File: src/rtl/div_seq.sv
`timescale 1ns/1ps
`default_nettype none
// ============================================================================
// Module   : div_seq
// Purpose  : Sequenced restoring divider for MIPS DIV/DIVU, one step per cycle,
//            returning {remainder, quotient} with a pipeline stall request.
//            Optional macro DIV_EARLY_OUT_EN: finish at once when |a| < |b|.
// Revision : 1.0 - initial release
// ============================================================================
module div_seq #(
  parameter int DATA_W = 32
) (
  input  logic                clk,
  input  logic                rst,
  input  logic                signed_div_i,
  input  logic [DATA_W-1:0]   opdata1_i,
  input  logic [DATA_W-1:0]   opdata2_i,
  input  logic                start_i,
  input  logic                annul_i,
  output logic [2*DATA_W-1:0] result_o,
  output logic                ready_o,
  output logic                stallreq_o
);

  localparam int CNT_W = $clog2(DATA_W + 1);

  localparam logic [1:0] IDLE   = 2'd0;
  localparam logic [1:0] BYZERO = 2'd1;
  localparam logic [1:0] ON     = 2'd2;
  localparam logic [1:0] END    = 2'd3;

  logic [1:0]        state;
  logic [CNT_W-1:0]  counter;
  logic [DATA_W-1:0] rem;
  logic [DATA_W-1:0] quo;
  logic [DATA_W-1:0] dvsr;
  logic              neg_q;
  logic              neg_r;

  logic              neg1;
  logic              neg2;
  logic [DATA_W-1:0] abs1;
  logic [DATA_W-1:0] abs2;
  logic [DATA_W:0]   rem_sh;
  logic              ge;
  logic [DATA_W-1:0] rem_next;
  logic [DATA_W-1:0] quo_next;
  logic              accept;

  assign neg1   = signed_div_i & opdata1_i[DATA_W-1];
  assign neg2   = signed_div_i & opdata2_i[DATA_W-1];
  assign abs1   = neg1 ? (~opdata1_i + 1'b1) : opdata1_i;
  assign abs2   = neg2 ? (~opdata2_i + 1'b1) : opdata2_i;
  assign accept = start_i & ~annul_i;

  // The shifted remainder can reach 2*divisor-1, so it needs one extra bit.
  always_comb begin
    rem_sh   = {rem, quo[DATA_W-1]};
    ge       = (rem_sh >= {1'b0, dvsr});
    rem_next = rem_sh[DATA_W-1:0];
    quo_next = {quo[DATA_W-2:0], 1'b0};
    if (ge) begin
      rem_next = DATA_W'(rem_sh - {1'b0, dvsr});
      quo_next = {quo[DATA_W-2:0], 1'b1};
    end
  end

  assign stallreq_o = ((state == IDLE) & accept) | (state == ON) | (state == BYZERO);

  always_ff @(posedge clk) begin
    if (rst) begin
      state    <= IDLE;
      counter  <= '0;
      ready_o  <= 1'b0;
      result_o <= '0;
    end else begin
      case (state)
        IDLE: begin
          ready_o  <= 1'b0;
          result_o <= '0;
          if (accept) begin
            if (opdata2_i == '0) begin
              state <= BYZERO;
`ifdef DIV_EARLY_OUT_EN
            end else if (abs1 < abs2) begin
              state    <= END;
              ready_o  <= 1'b1;
              result_o <= {opdata1_i, {DATA_W{1'b0}}};
`endif
            end else begin
              state   <= ON;
              quo     <= abs1;
              dvsr    <= abs2;
              rem     <= '0;
              counter <= '0;
              neg_q   <= neg1 ^ neg2;
              neg_r   <= neg1;
            end
          end
        end
        BYZERO: begin
          state    <= END;
          ready_o  <= 1'b1;
          result_o <= '0;
        end
        ON: begin
          if (annul_i) begin
            state <= IDLE;
          end else begin
            rem     <= rem_next;
            quo     <= quo_next;
            counter <= counter + 1'b1;
            if (counter == CNT_W'(DATA_W - 1)) begin
              state    <= END;
              ready_o  <= 1'b1;
              result_o <= {(neg_r ? (~rem_next + 1'b1) : rem_next),
                           (neg_q ? (~quo_next + 1'b1) : quo_next)};
            end
          end
        end
        END: begin
          if (!start_i) begin
            state    <= IDLE;
            ready_o  <= 1'b0;
            result_o <= '0;
          end
        end
        default: state <= IDLE;
      endcase
    end
  end

endmodule
`default_nettype wire
File: config.mk
export PLATFORM = sky130hd
export DESIGN_NAME = div_seq
export DESIGN_NICKNAME = d
export VERILOG_FILES = /design/src/rtl/div_seq.sv
export SDC_FILE = /design/constraint.sdc
export NUM_CORES = 1
export LEC_CHECK = 0
export CAP_MARGIN = 25
export CORE_AREA = 4 4 174 176
export CTS_BUF_LIST = sky130_fd_sc_hd__clkbuf_4
export CTS_CLUSTER_DIAMETER = 120
export DETAILED_ROUTE_END_ITERATION = 8
export DIE_AREA = 0 0 178 180
export HOLD_SLACK_MARGIN = 0.1
export SLEW_MARGIN = 0
export SYNTH_ARGS = -nofsm -noshare
export SYNTH_HDL_FRONTEND = slang
export SYNTH_SLANG_ARGS = --single-unit
File: constraint.sdc
create_clock -name clk -period 7.6 [get_ports clk]
set_input_delay 1.14 -clock clk [delete_from_list [all_inputs] [get_ports clk]]
set_output_delay 1.14 -clock clk [all_outputs]
set_load 0.005 [all_outputs]
==> run metrics, run 1 <==
Final Instance Area=~13000 um2; Synth Net Count=1419; hold-fix buffers at CTS=0; initial core utilization=39.61%; Area after DPL=~13000 um2; worst reg2reg setup slack=~2.5 ns; Peak VDD IR=0.0001276 V; async set or reset register ratio after synthesis=0%; Area Growth Syn to Fin=17.92%; final setup TNS=0 ns; most frequent cells in the layout=nand2_1, nor2_1, clkdlybuf4s50_1; max-cap viol count=0; clk buf depth=2; initial antenna violation count=1; Clk pwr share=20.2%; cts repair resizes=0; Sink Count=171; Worst R2R End=result_o[56]; IO buf count=134; WHS Endpoint=result_o[61]; Synth Flop Type=edfxtp_1; DP HPWL=24.39 mm; vias in the first global route=9519; first-pass GRT wire length=51.09 mm; Clk pin slew, worst setup/hold paths=about 0.16 ns; Core Rows=62; Root Driver=clkbuf_4; die width=~180 um; io pins=between 100 and 150; DRC errors left=0; Sw Share=39.90%; Leak=around 4.7 nW; critical path type=reg2reg; DR iter-0 viols=851; Pre-Repair DR Iteration Count=5; Final Slew Violations=0; routed vias=around 10000; Worst Path Max Fanout=43; HP Class=reg2reg; final hold viol count=0; hold path depth=2; HP Start=result_o[61]; fin crit share=67.56%; htree depth=4; power per cell area=216.5 nW/um2; Slew HR=between 30% and 40%; Reg power frac=around 40%; fmax=between 0.15 and 0.2 GHz; P_int=1.740 mW; Synth Warn #=0; slew of the pin with the lowest slew margin=about 0.96 ns; Worst setup SP type=flip-flop; postcts setup bufs=0; status=finished clean; die height=180 um; Post-Synthesis Cells=1307; number of synthesized flops with an enable pin=slightly below 100; total CTS buffers=17; final setup violation count=0; largest net degree at the start of global routing=65; vias per cell=5.517; core area=roughly 29000 um2; Post-Syn Area=11340 um2; clock skew=0.02467 ns; post-synthesis cell type count=81; leading cell type in the layout, fill and taps excluded=nand2_1; DIE AREA=about 32000 um2; Final GP Congestion=0.9427; wire per inst=roughly 18 um; RSZ-0062 raised after global routing=false; layout cells sized above 1=5.345%; Final Net Count=1521; Worst EP required=between 8 and 9 ns; Arrival @ worst endpoint=5.62 ns; clk_lat worst skew=0.59 ns; Seq/Total Area, Yosys=38.84%; Routed Antenna Nets=0; average size of a mapped cell=8.675 um2; Synth Register Bits=171; post-layout min period=around 5.1 ns; reg2reg path depth=16; DRT Wirelength=32.23 mm; Comb pwr share=39.6%; critical path capture point type=flip-flop; Reg2Reg Launch Point=rem[5]; GRT overflow=0; CTS tree=yes; Tot GR Track Use=19.89%; Psw=1.155 mW
-- how the worst max path moves through the flow --
| stage | start | end | slack, ns | cells past startpoint |
|---|---|---|---|---|
| floorplan | opdata2_i[0] | quo[0] | 2.22 | 10 |
| detailed placement | rem[2] | result_o[60] | 2.55 | 16 |
| global placement | rem[2] | result_o[54] | 2.61 | 16 |
| CTS | rem[2] | result_o[60] | 2.53 | 16 |
| global route | rem[5] | result_o[56] | 2.12 | 16 |
| finish | rem[5] | result_o[56] | 2.47 | 16 |
-- Yosys cell counts (all sizes together), types with 13 or more instances --
cell type	n	area [um2]
a21o	14	105.1
a21oi	86	441.7
a22oi	35	262.8
and2	16	100.1
clkbuf	55	206.5
dfxtp	73	1461
edfxtp	98	2943
ha	42	525.5
inv	57	214.0
mux2i	21	210.2
nand2	149	559.3
nand3	21	122.6
nand4	19	125.1
nor2	135	506.7
nor3	29	145.1
o21ai	121	605.6
o31ai	20	165.2
o41ai	13	121.4
or3	22	137.6
or4	13	105.1
xnor2	77	674.4
xor2	62	543.0
-- logic make-up (layout without fill, tap and decap cells) --
| logic type | after synthesis | after routing | share of synthesized area (%) |
|---|---|---|---|
| AO/OA/AOI/OAI | 348 | 348 | 20.01 |
| XOR/XNOR | 139 | 139 | 10.74 |
| adder cells (fa/ha/maj) | 43 | 43 | 4.811 |
| buffers and inverters | 124 | 239 | 4.182 |
| flip-flops | 171 | 171 | 38.84 |
| multiplexers | 23 | 23 | 2.052 |
| other | 0 | 1 | 0 |
| AND/OR/NAND/NOR | 459 | 459 | 19.37 |
-- final cells by class --
class	instances	area (um2)
inverter	60	225.2
clock inverter	15	191.4
sequential	171	4404
timing repair buffer	147	1454
clock buffer	17	127.6
multi-input combinational	1012	6485
antenna	1	2.502
tap	384	480.5
fill	2793	15250
-- power by group through the flow --
stage | clock [mW] | sequential, mW | combinational (mW)
2_1_floorplan | 0 | 1.16 | 0.824
5_1_grt | 0.647 | 1.17 | 1.28
3_5_place_dp | 0 | 1.18 | 1.14
4_1_cts | 0.603 | 1.16 | 1.15
6_report | 0.586 | 1.16 | 1.15
3_3_place_gp | 0 | 1.18 | 1.14
-- registers in the layout (all words and copies together), names as in the netlist --
signal,count
neg_q,1
dvsr,32
result_o,64
rem,32
neg_r,1
state,2
counter,6
ready_o,1
quo,32
-- per-stage QoR --
stage	std cells	utilization (%)	setup WS, ns	total power [mW]	hold slack [ns]
after floorplan	1307	-	2.217	1.987	0.4419
after global placement	1773	45.49	2.608	2.318	0.4362
after detailed placement	1774	45.59	2.553	2.325	0.4409
after CTS	1806	46.70	2.531	2.913	0.4617
after global routing	1807	46.71	2.120	3.097	0.4894
final	1807	46.71	2.465	2.894	0.4550
-- layer usage --
metal | part of all wire (%) | GRT usage, % | vias up | wire length [um]
met2 | 47 | 32.19 | 255 | 15160
li1 | - | - | 4913 | -
met1 | 46 | 27.90 | 4758 | 14680
met3 | 5.0 | 2.500 | 43 | 1596
met4 | 2.5 | 5.693 | 0 | 798
met5 | 0 | 0 | - | 0
-- critical path, stage by stage, from the launching register on --
cell,delay (ns)
edfxtp_1,0.48
ha_1,0.45
a21oi_1,0.26
o21ai_1,0.18
a21o_1,0.26
o311ai_4,0.29
a31oi_4,0.13
inv_2,0.55
mux2i_1,0.36
ha_1,0.26
nand3b_1,0.17
or4b_4,0.54
a221oi_4,0.45
nand4_1,0.21
o21ai_1,0.21
xnor2_1,0.14
o21ai_1,0.07
Power figures use the tool's default switching activity.
==> inputs of run 2 (changes only) <==
==> constraint.sdc (replaced) <==
create_clock -name clk -period 4.75 [get_ports clk]
set_input_delay 0.7125 -clock clk [delete_from_list [all_inputs] [get_ports clk]]
set_output_delay 0.7125 -clock clk [all_outputs]
set_load 0.005 [all_outputs]
==> run 2 against run 1 <==
Die area stayed put. Global-route usage up 0.12 points. Sequential share of layout area decreased by 0.97 points. Clock power up 58%. Sequential cell count did not move. Clock skew is 0.0075 ns higher. Sequential power increased by 59%. Critical path type unchanged.
==> run metrics, run 2 (synthesis results as in run 1) <==
cell family with most CP delay=compound AO/OA/AOI/OAI gates; clk buf depth=2 (unchanged); Final Net Count=1554 (+2.2%); DRC errors left=0 (unchanged); DP HPWL=24.83 mm (+1.8%); slew of the pin with the lowest slew margin=0.9391 ns (-0.02116 ns); htree depth=4 (unchanged); max FFs per register=64 (unchanged); critical path capture point type=flip-flop; routed vias=10030 (+0.57%); DRT Wirelength=32.67 mm (+1.4%); hold path depth=2 (unchanged); Final GP Congestion=0.9078 (-3.7%); io pins=135 (unchanged); clk_lat worst skew=0.58 ns (about the same); core area=28630 um2 (unchanged); Root Driver=clkbuf_4; vias in the first global route=9523 (+0.042%); post-layout min period=4.477 ns (-0.6576 ns); Worst EP required=5.23 ns (-2.85 ns); Core Rows=62 (unchanged); Slew HR=37.40% (+1.8 points); Area Growth Syn to Fin=21.49%; final setup TNS=0 ns (unchanged); Pre-Repair DR Iteration Count=5 (unchanged); largest net degree at the start of global routing=68 (+4.6%); non-filler instance count after layout=1840 (+1.8%); vias per cell=5.449 (-1.2%); Worst Path Max Fanout=8 (-81%); die height=180 um (unchanged); reg2reg path depth=16 (unchanged); HP Class=reg2reg; leading cell type in the layout, fill and taps excluded=nand2_1; dpl ws=0.1191 ns (-2.433 ns); most frequent cells in the layout=nand2_1, nor2_1, clkdlybuf4s50_1; layout cells sized above 1=9.141% (+3.8 points); Tot GR Track Use=20.01% (+0.12 points); CTS tree=yes; fin crit share=94.25% (+27 points); total CTS buffers=17 (unchanged); worst path cell trace=ha_2 -> a21oi_1 -> o21ai_1 -> a21o_1 -> o311ai_4 -> a31oi_4 -> inv_4 -> mux2i_2 -> ha_2 -> nand3b_1 -> or4b_4 -> a221oi_4 -> nand4_1 -> o21ai_1 -> xnor2_1 -> o21ai_1; initial core utilization=39.61% (unchanged); Routed Antenna Nets=0 (unchanged); max-cap viol count=0 (unchanged); final core occ=48.12% (+1.4 points); final setup violation count=0 (unchanged); Worst setup SP type=flip-flop; critical path's slowest cell=or4b_4; Crit path depth=16 (unchanged); DIE AREA=32040 um2 (unchanged); Final Slew Violations=0 (unchanged); GRT overflow=0 (unchanged); Clk pin slew, worst setup/hold paths=0.17 ns (about the same); initial antenna violation count=1 (unchanged); critical path type=reg2reg; Critical path buffers and inverters=1 (unchanged); Arrival @ worst endpoint=4.96 ns (-0.66 ns); IO buf count=134 (unchanged); status=finished clean; Sink Count=171 (unchanged); Top reg by flops=result_o; first-pass GRT wire length=51.31 mm (+0.43%); RSZ-0062 raised after global routing=false; power per cell area=344.5 nW/um2 (+59%); fmax=0.2234 GHz (+15%); die width=178 um (unchanged); Leak=4.879 nW (+3.2%); DR iter-0 viols=762 (-10%); most used cell, CP=o21ai_1; Crit path largest cell delay=0.59 ns (+0.04 ns); setup ws final=0.2729 ns (-2.192 ns); Peak VDD IR=0.0002126 V (+67%); wire per inst=17.75 um (-0.46%); fillers=2783 (-0.36%); placed cell count=1798 (+1.4%); clock skew=0.03213 ns (+0.007461 ns); final hold viol count=0 (unchanged)
==> run 2: cell count changes in the layout (fill, tap and decap cells not counted), moves of 2 or more <==
cell / previous run / this run
buf_4: 12 / 42
ha_1: 41 / 24
ha_2: 1 / 12
ha_4: 0 / 6
clkinv_8: 1 / 4
inv_6: 1 / 4
nor3_1: 28 / 25
nor3_2: 1 / 4
buf_12: 0 / 2
bufinv_16: 3 / 1
clkinv_1: 5 / 3
clkinv_4: 3 / 1
inv_8: 2 / 4
==> run 2: final timing paths <==
kind	slack, ns	from	to
worst min-delay path	0.46	result_o[61]	result_o[61]
worst min register to register	0.46	result_o[61]	result_o[61]
worst max register to register	0.27	rem[5]	result_o[56]
worst max-delay path	0.27	rem[5]	result_o[56]
==> run 2: what timing repair did <==
action | CTS | global route
setup buffers | 0 | 8
hold buffers | 0 | 0
setup endpoints to repair | 0 | 8
endpoints found under the hold margin | 0 | 0
resized for setup | 0 | 32
==> run 2: per-stage QoR <==
| stage | hold WS [ns] | cell area, um2 | power, mW |
|---|---|---|---|
| floorplan | 0.4419 | 11340 | 3.177 |
| global placement | 0.4379 | 13220 | 3.777 |
| detailed placement | 0.4434 | 13230 | 3.784 |
| CTS | 0.4640 | 13550 | 4.720 |
| global route | 0.4724 | 13770 | 5.061 |
| finish | 0.4600 | 13770 | 4.745 |
==> run 2: layout make-up <==
class,count,area (um2),area share (%)
multi-input combinational,1012,6623,48.08
sequential,171,4404,31.97
timing repair buffer,180,1718,12.47
tap,384,480.5,3.488
inverter,60,227.7,1.653
clock inverter,15,191.4,1.390
clock buffer,17,127.6,0.9265
antenna,1,2.502,0.01817
==> run 2: power breakdown <==
part	internal [mW]	total (mW)	switching, mW
logic	0.743	1.96	1.22
clock network	0.299	0.928	0.629
registers	1.76	1.85	0.0954
total	2.80	4.74	1.94
==> run 2: worst register-to-register path, delay by kind of cell (launching register included) <==
| family | cells | cell delay (ns) |
|---|---|---|
| AO/OA/AOI/OAI | 8 | 1.81 |
| XOR/XNOR | 1 | 0.14 |
| adder cells (fa/ha/maj) | 2 | 0.60 |
| buffers and inverters | 1 | 0.15 |
| flip-flops | 1 | 0.49 |
| multiplexers | 1 | 0.26 |
| AND/OR/NAND/NOR | 3 | 0.95 |
==> run 2: layer usage <==
metal  vias to the layer above  wire [um]  GRT usage, %
met5                         -          0             0
met2                       265      15560         33.49
met3                        42       1432         2.752
met4                         0        813         5.260
li1                       4971          -             -
met1                      4748      14860         27.17
==> inputs of run 3 (changes only) <==
--- a/config.mk
+++ b/config.mk
@@ -9,6 +9,7 @@
 export CORE_AREA = 4 4 174 176
 export CTS_BUF_LIST = sky130_fd_sc_hd__clkbuf_4
 export CTS_CLUSTER_DIAMETER = 120
+export CTS_CLUSTER_SIZE = 30
 export DETAILED_ROUTE_END_ITERATION = 8
 export DIE_AREA = 0 0 178 180
 export HOLD_SLACK_MARGIN = 0.1
==> results of run 3 <==
Same layout as run 2: the final DEF is identical, and so are final timing and power.
